<file path="src/rtl/fifo_reader_pkg.sv">
// fifo_reader_pkg: shared state encoding, default widths and helpers for the fifo_reader block.
package fifo_reader_pkg;

    localparam int FIFO_WL    = 8;
    localparam int FIFO_LEN_W = 8;

    typedef enum logic [2:0] {
        IDLE,
        RUN,
        DRAIN,
        DONE,
        ABORT
    } state_t;

    // Width of a counter that has to reach the value 'timeout'.
    function automatic int stall_cnt_w(input int timeout);
        return (timeout < 2) ? 1 : $clog2(timeout + 1);
    endfunction

endpackage

</file>
<file path="src/rtl/fifo_reader_oreg.sv">
// fifo_reader_oreg: registered valid/ready output stage; holds its word until the consumer accepts it.
module fifo_reader_oreg
    import fifo_reader_pkg::*;
#(
    parameter int wL = FIFO_WL
) (
    input  logic          clk,
    input  logic          rst,
    input  logic          load,
    input  logic          clear,
    input  logic [wL-1:0] load_data,
    input  logic          load_last,
    input  logic          out_ready,
    output logic [wL-1:0] out_data,
    output logic          out_valid,
    output logic          out_last
);

    // NOTE: out_data is reset as well, so a word in flight when reset hits is
    // discarded rather than reappearing once the block restarts.
    always_ff @(posedge clk or negedge rst) begin
        if (!rst) begin
            out_data  <= '0;
            out_valid <= 1'b0;
            out_last  <= 1'b0;
        end else if (clear) begin
            out_valid <= 1'b0;
            out_last  <= 1'b0;
        end else if (load) begin
            out_data  <= load_data;
            out_valid <= 1'b1;
            out_last  <= load_last;
        end else if (out_ready) begin
            out_valid <= 1'b0;
            out_last  <= 1'b0;
        end
    end

endmodule

</file>
<file path="src/rtl/fifo_reader.sv">
// fifo_reader: drains a programmed-length burst from a show-ahead FIFO into a valid/ready stream.
// Define FIFO_READER_TIMEOUT_EN to add the stall watchdog and the ABORT completion path.
module fifo_reader
    import fifo_reader_pkg::*;
#(
    parameter int wL      = FIFO_WL,
    parameter int LEN_W   = FIFO_LEN_W,
    parameter int TIMEOUT = 255
) (
    input  logic             clk,
    input  logic             rst,
    input  logic             start,
    input  logic [LEN_W-1:0] len,
    output logic             busy,
    output logic             done,
    output logic             err,
    input  logic [wL-1:0]    fifo_data_pop,
    input  logic             fifo_empty,
    input  logic             fifo_almost_empty,
    output logic             fifo_pop,
    output logic [wL-1:0]    out_data,
    output logic             out_valid,
    output logic             out_last,
    input  logic             out_ready
);

    state_t           state;
    logic [LEN_W-1:0] remaining;
    logic             pop_q;
    logic             pop;
    logic             abort_now;

    if (TIMEOUT < 1) begin : g_bad_timeout
        $error("fifo_reader: TIMEOUT must be at least 1");
    end

    // pop_q covers the flags still showing one word right after we took it.
    assign pop = (state == RUN) && (remaining != '0) && !fifo_empty
               && !(pop_q && fifo_almost_empty) && (!out_valid || out_ready);
    assign fifo_pop = pop;

`ifdef FIFO_READER_TIMEOUT_EN
    localparam int STALL_W = stall_cnt_w(TIMEOUT);

    logic [STALL_W-1:0] stall_cnt;

    assign abort_now = (state == RUN) && !pop && (stall_cnt == STALL_W'(TIMEOUT - 1));

    always_ff @(posedge clk or negedge rst) begin
        if (!rst) begin
            stall_cnt <= '0;
            err       <= 1'b0;
        end else begin
            err <= abort_now;
            if (state != RUN || pop || abort_now) begin
                stall_cnt <= '0;
            end else begin
                stall_cnt <= stall_cnt + STALL_W'(1);
            end
        end
    end
`else
    assign abort_now = 1'b0;
    assign err       = 1'b0;
`endif

    // NOTE: state and registered outputs use non-blocking assignments so every
    // branch reads pre-edge values, matching the flops it describes.
    always_ff @(posedge clk or negedge rst) begin
        if (!rst) begin
            state     <= IDLE;
            remaining <= '0;
            pop_q     <= 1'b0;
            busy      <= 1'b0;
            done      <= 1'b0;
        end else begin
            pop_q <= pop;
            done  <= 1'b0;
            case (state)
                IDLE: begin
                    if (start) begin
                        remaining <= len;
                        if (len == '0) begin
                            state <= DONE;
                            done  <= 1'b1;
                        end else begin
                            state <= RUN;
                            busy  <= 1'b1;
                        end
                    end
                end
                RUN: begin
                    if (pop) begin
                        remaining <= remaining - LEN_W'(1);
                        if (remaining == LEN_W'(1)) begin
                            state <= DRAIN;
                        end
                    end
`ifdef FIFO_READER_TIMEOUT_EN
                    else if (abort_now) begin
                        state <= ABORT;
                        busy  <= 1'b0;
                        done  <= 1'b1;
                    end
`endif
                end
                DRAIN: begin
                    if (out_valid && out_ready && out_last) begin
                        state <= DONE;
                        busy  <= 1'b0;
                        done  <= 1'b1;
                    end
                end
                // DONE and ABORT each last exactly one cycle.
                default: state <= IDLE;
            endcase
        end
    end

    fifo_reader_oreg #(.wL(wL)) u_oreg (
        .clk       (clk),
        .rst       (rst),
        .load      (pop),
        .clear     (abort_now),
        .load_data (fifo_data_pop),
        .load_last (remaining == LEN_W'(1)),
        .out_ready (out_ready),
        .out_data  (out_data),
        .out_valid (out_valid),
        .out_last  (out_last)
    );

endmodule

</file>
<file path="config.mk">
export PLATFORM = sky130hd
export DESIGN_NAME = fifo_reader
export DESIGN_NICKNAME = d
export VERILOG_FILES = /design/src/rtl/fifo_reader_pkg.sv /design/src/rtl/fifo_reader_oreg.sv /design/src/rtl/fifo_reader.sv
export SDC_FILE = /design/constraint.sdc
export NUM_CORES = 1
export LEC_CHECK = 0
export CAP_MARGIN = 20
export CORE_MARGIN = 8
export CORE_UTILIZATION = 43
export DETAILED_ROUTE_END_ITERATION = 16
export HOLD_SLACK_MARGIN = 0.02
export PLACE_DENSITY = 0.75
export SLEW_MARGIN = 10
export SYNTH_ARGS = -nofsm -noshare
export SYNTH_HDL_FRONTEND = slang
export SYNTH_SLANG_ARGS = --single-unit
export TNS_END_PERCENT = 1
</file>
<file path="constraint.sdc">
create_clock -name clk -period 2 [get_ports clk]
set_input_delay 0.2 -clock clk [delete_from_list [all_inputs] [get_ports clk]]
set_output_delay 0.2 -clock clk [all_outputs]
set_load 0.03 [all_outputs]
</file>
Word level (Yosys, flattened, before mapping). Index checks and enable logic that the tools add are counted.

Bits in registers: 24. Word-level logic and storage cells: 57. Input port bits: 22. Output and inout port bits: 14.

Add/sub/neg operators: 1. Reductions and logical operators: 20. Equality and inequality tests: 8. Muxes and demuxes: 20.

Operators by type and width (count): 2-to-1 mux 8 bit (2); one-hot mux 8 bit (2 select lines) (1); 2-to-1 mux 3 bit (4); 2-to-1 mux 1 bit (9); one-hot mux 3 bit (3 select lines) (1); == test 8 x 1 -> 1 bit (second input constant) (1); logical NOT 8 bit (1); inequality test 2 bit (second input constant) (4); AND reduction 4 bit (2); nonzero test 8 bit (1); subtractor 8 x 1 -> 8 bit (second input constant) (1); logical AND 1 bit (7); nonzero test 2 bit (3); one-hot mux 1 bit (2 select lines) (2); == test 3 x 1 -> 1 bit (second input constant) (1); == test 3 x 2 -> 1 bit (second input constant) (1); logical NOT 1 bit (3); logical NOT 3 bit (1); AND reduction 3 bit (1); 2-to-1 mux 2 bit (1); inequality test 2 x 1 -> 1 bit (second input constant) (1); logical OR 1 bit (1).

Depth between registers and ports, before layout. Gate-level depths: netlist (run 1).

Word-level depth: 7. Gate-level depth with buffers: 10. Depth with buffers taken out: 8.

Modules after synthesis. From an unflattened synthesis (run 1), not the netlist that was laid out.

Cell total of the unflattened synthesis: 139. Area, all modules: 1420.1 um^2.

Modules (own cells, without submodules): fifo_reader (cells each 113, area an instance 992.2 um^2, sequential area each 325.3 um^2, instances 1); fifo_reader_oreg (cells each 26, area an instance 427.9 um^2, sequential area each 250.2 um^2, instances 1).

Least setup slack after synthesis (run 1). Ideal clock, no wire load.

Path type: register -> register. Start: register remaining[4]. End: register state[1]. Path slack: -0.121 ns. Setup time: 0.125 ns. Cell stages (with the launch flop): 7. Path buffers: 1. Period minus slack after synthesis: 2.121 ns. Required time: 1.875 ns. Arrival: 1.996 ns. Cell sequence: dfrtp_1 > or4_1 > buf_2 > or4_4 > o21ai_2 > nand2_2 > mux2_4.

Word-level cells in the longest chain between the ends: 7. Elaborated cells between the ends (all ways): 9. Classes of those cells: eq/ne (3); reduce/logical (6).

RTL lines: start: declaration (RTL line fifo_reader.sv:28) `logic [LEN_W-1:0] remaining;`; start signal: assignment (RTL line fifo_reader.sv:82) `remaining <= len;`; start signal: assignment (RTL line fifo_reader.sv:94) `remaining <= remaining - LEN_W'(1);`; nonzero test 8 bit (RTL line fifo_reader.sv:38) `assign pop = (state == RUN) && (remaining != '0) && !fifo_empty`; logical AND 1 bit (2 in series) (RTL line fifo_reader.sv:38); logical AND 1 bit (2 in series) (RTL line fifo_reader.sv:39) `&& !(pop_q && fifo_almost_empty) && (!out_valid || out_ready);`; inequality test 2 bit (no source line); AND reduction 4 bit (no source line) *; end signal: assignment (RTL line fifo_reader.sv:71) `state <= IDLE;`; end signal: assignment (RTL line fifo_reader.sv:84) `state <= DONE;`; end signal: assignment (RTL line fifo_reader.sv:87) `state <= RUN;`; end: declaration (RTL line fifo_reader.sv:27) `state_t state;`.

Mark *: on every way between the ends. The rest lies on a longest branch, timed or not. A chain may end at the register's enable or synchronous reset.

Final worst setup path (run 1).
Start: register remaining[3]. End: register state[1].

Same word-level chain as after synthesis.

==> impl_metrics.py, run 1 <==
metrics = {
    "finish": {
        "final_nets": 237,
        "area_growth_pct": 49.0,
        "final_util": 0.663,
        "drive_above_1_share": 0.246,
        "final_area_um2": 2010,
        "num-fill-cells": 249,
        "diodes": 0,
    },
    "clock_network": {
        "holdBufCountCts": 0,
        "clk_pin_slew_ps": 140,
        "clockRootBuffer": "clkbuf_4",
        "cts-buffers-inserted": 3,
        "clockBufferDepth": 2,
        "h-tree-depth": 1,
        "cts_tree": "built",
        "cts_sinks": 23,
        "clk-insertion-delay-late_ps": 330,
    },
    "floorplan": {
        "core_um2": 3030,
        "dieHeight_um": 72.0,
        "initial_utilization": 0.445,
        "ios": 36,
        "num_rows": 20,
        "die_width_um": 72.0,
        "die_area_um2": 5180,
    },
    "sta": {
        "finalSetupViolCount": 5,
        "clock.fmax_mhz": 462,
        "maxSlewViolCount": 0,
        "finalCriticalPeriod_ps": 2160,
        "rsz0062_at_grt": "yes",
        "finalHoldViolations": 0,
        "final.setup.tns_ps": -493,
        "finalCritPeriodShare": 1.08,
        "clock_skew_ps": 4.60,
        "worst_slack_ps": -164,
    },
    "synth": {
        "yosysSeqAreaShare": 0.427,
        "netlist_area_um2": 1350,
        "ys_ff_latch": 23,
        "yosys_warnings": 0,
        "syn_inst": 152,
        "synth.top_cell.area_share": 0.427,
        "synth_edf_count": 0,
        "synth_top_area_cell": "dfrtp_1",
        "synthTopCellsByArea": "dfrtp_1 (43%), nand2_1 (8.1%), ha_1 (6.5%)",
        "synth_nets": 181,
        "syn_area_per_cell_um2": 8.87,
        "ys.flop_type": "dfrtp_1",
        "async_flop_share": 1.00,
        "synthDistinctLibCells": 42,
    },
    "setup_path": {
        "worst-path-stages": 6,
        "cp_slowest_stage_delay_ps": 580,
        "cp-endpoint": "state[1]",
        "crit_path_max_fanout": 2,
        "endpoint_kind": "flip-flop",
        "worstSetupPathType": "reg2reg",
        "r2r_end": "state[1]",
        "cp-startpoint": "remaining[3]",
        "cp.buffers_inverters": 1,
        "crit_chain": "or4_4 -> buf_6 -> or4_4 -> o21ai_2 -> nand2_2 -> mux2_4",
        "required_ps": 2230,
        "start_kind": "flip-flop",
        "path_common_cell": "or4_4",
        "cp_slowest_cell": "or4_4",
        "r2r_start": "remaining[3]",
        "cpLargestDelayFamily": "simple AND/OR/NAND/NOR gates",
        "reg2reg_depth": 6,
        "r2r_slack_ps": -160,
        "arrival_ps": 2400,
    },
    "placement": {
        "dp_hpwl_mm": 2.96,
        "gp_congestion": 0.950,
        "pre_cts_slack_ps": -73.9,
        "numPortBuffers": 34,
        "placed_area_um2": 1830,
    },
    "global_routing": {
        "grt_max_degree": 24,
        "overflow": 0,
        "track_usage": 0.163,
        "grt_pass1_vias": 1511,
        "grt_pass1_wl_mm": 6.79,
        "antenna_found_initial": 0,
    },
    "detailed_routing": {
        "drc": 0,
        "finalWirelength_mm": 4.16,
        "final_antenna_net_count": 0,
        "wl_per_cell_um": 16.6,
        "initialDrtViolationCount": 86,
        "firstDrtPassIters": 5,
        "dr_total_vias": 1401,
        "viasPerCell": 5.58,
    },
    "power": {
        "power.leakage_nw": 0.892,
        "max-vdd-ir-drop_v": 0.000722,
        "powerDensity_nw_per_um2": 1530,
    },
    "run_status": {
        "status": "complete, but fails checks",
        "violations": "negative setup slack",
    },
    "min_path": {
        "min_path_type": "in2async",
    },
    "flow_run": {
        "maxCapViolations": 0,
    },
}
==> state kept, by name, indices dropped and copies added (netlist names) <==
name and count:
busy 1, done 1, pop_q 1, remaining 8, state 2, u_oreg.out_data 8
u_oreg.out_last 1, u_oreg.out_valid 1
==> stage by stage <==
step | cells | total power, W | hold slack, ps
floorplan | 152 | 0.00188 | -95.6
global placement | 239 | 0.00250 | 460
detailed placement | 239 | 0.00258 | 466
CTS | 251 | 0.00294 | 219
global route | 251 | 0.00327 | 237
finish | 251 | 0.00307 | 211
==> kinds of logic after synthesis <==
| group | count (synthesis) | synth area share |
|---|---|---|
| multiplexers | 6 | 0.0492 |
| AND/OR/NAND/NOR | 68 | 0.255 |
| other | 1 | 0.00278 |
| adder cells (fa/ha/maj) | 7 | 0.0650 |
| AO/OA/AOI/OAI | 27 | 0.138 |
| flip-flops | 23 | 0.427 |
| buffers and inverters | 20 | 0.0622 |
==> final cells by class <==
class | count | area (µm²) | share of cell area
Inverter | 11 | 41.3 | 0.0206
Clock inverter | 1 | 5.00 | 0.00249
Clock buffer | 3 | 22.5 | 0.0112
Sequential cell | 23 | 576 | 0.287
Multi-Input combinational cell | 109 | 761 | 0.379
Timing Repair Buffer | 60 | 548 | 0.273
Tap cell | 44 | 55.1 | 0.0274
==> metal layers <==
metal  vias up  GRT usage  wire length, µm
met1       665      0.167             1550
met2        72      0.283             2050
met4         0     0.0907              129
met5         -          0                0
li1        645          -                -
met3        19     0.0592              427
==> placed cells by master, fill, tap and decap left out, drive strengths merged, types with 2 or more instances in the layout <==
cell type and n:
a21oi 4, a311oi 3, a31oi 3, buf 27, clkbuf 3, clkdlybuf4s50 33
dfrtp 23, ha 7, inv 11, mux2 2, mux2i 4, nand2 30
nand2b 4, nand3 5, nand3b 2, nor2 6, nor2b 2, nor3 6
nor4 6, o21ai 4, o22ai 5, or4 3
==> worst min-delay path by stage <==
stage	slack (ps)	to	depth (start not counted)
after floorplan	-100	busy	0
after global placement	460	u_oreg.out_data[2]	2
after global routing	240	state[1]	2
after CTS	220	state[1]	2
final	210	state[1]	2
after detailed placement	470	u_oreg.out_data[2]	2
==> power by group <==
group	switching, W	internal, W
clock	0.000156	0.0000751
combinational	0.00108	0.000918
sequential	0.000174	0.000671
total	0.00141	0.00166
==> synthesized netlist by cell type, types with 2 or more instances <==
cell	n
nor3_1	6
nand3b_1	2
nand2_1	29
inv_1	10
buf_2	4
nand3_1	5
ha_1	7
a21oi_1	4
a311oi_1	3
nor2b_1	2
nand2b_1	4
nor4_1	5
nor2_1	6
o22ai_1	5
a31oi_1	3
mux2i_1	4
o21ai_0	2
dfrtp_1	23
or4_1	2
clkbuf_1	4
==> timing repair <==
action / 4_1_cts / 5_1_grt
setup endpoints to repair: 8 / 20
gates resized for setup: 7 / 13
pin swaps: 8 / 4
setup buffers: 8 / 0
(Power assumes the default switching activity.)
==> run 2, diff against run 1 <==
--- a/config.mk
+++ b/config.mk
@@ -9,7 +9,6 @@
 export CORE_MARGIN = 8
 export CORE_UTILIZATION = 43
 export DETAILED_ROUTE_END_ITERATION = 16
-export HOLD_SLACK_MARGIN = 0.02
 export PLACE_DENSITY = 0.75
 export SLEW_MARGIN = 10
 export SYNTH_ARGS = -nofsm -noshare
==> results of run 2 <==
Final layout, timing and power as in run 1 (identical DEF).
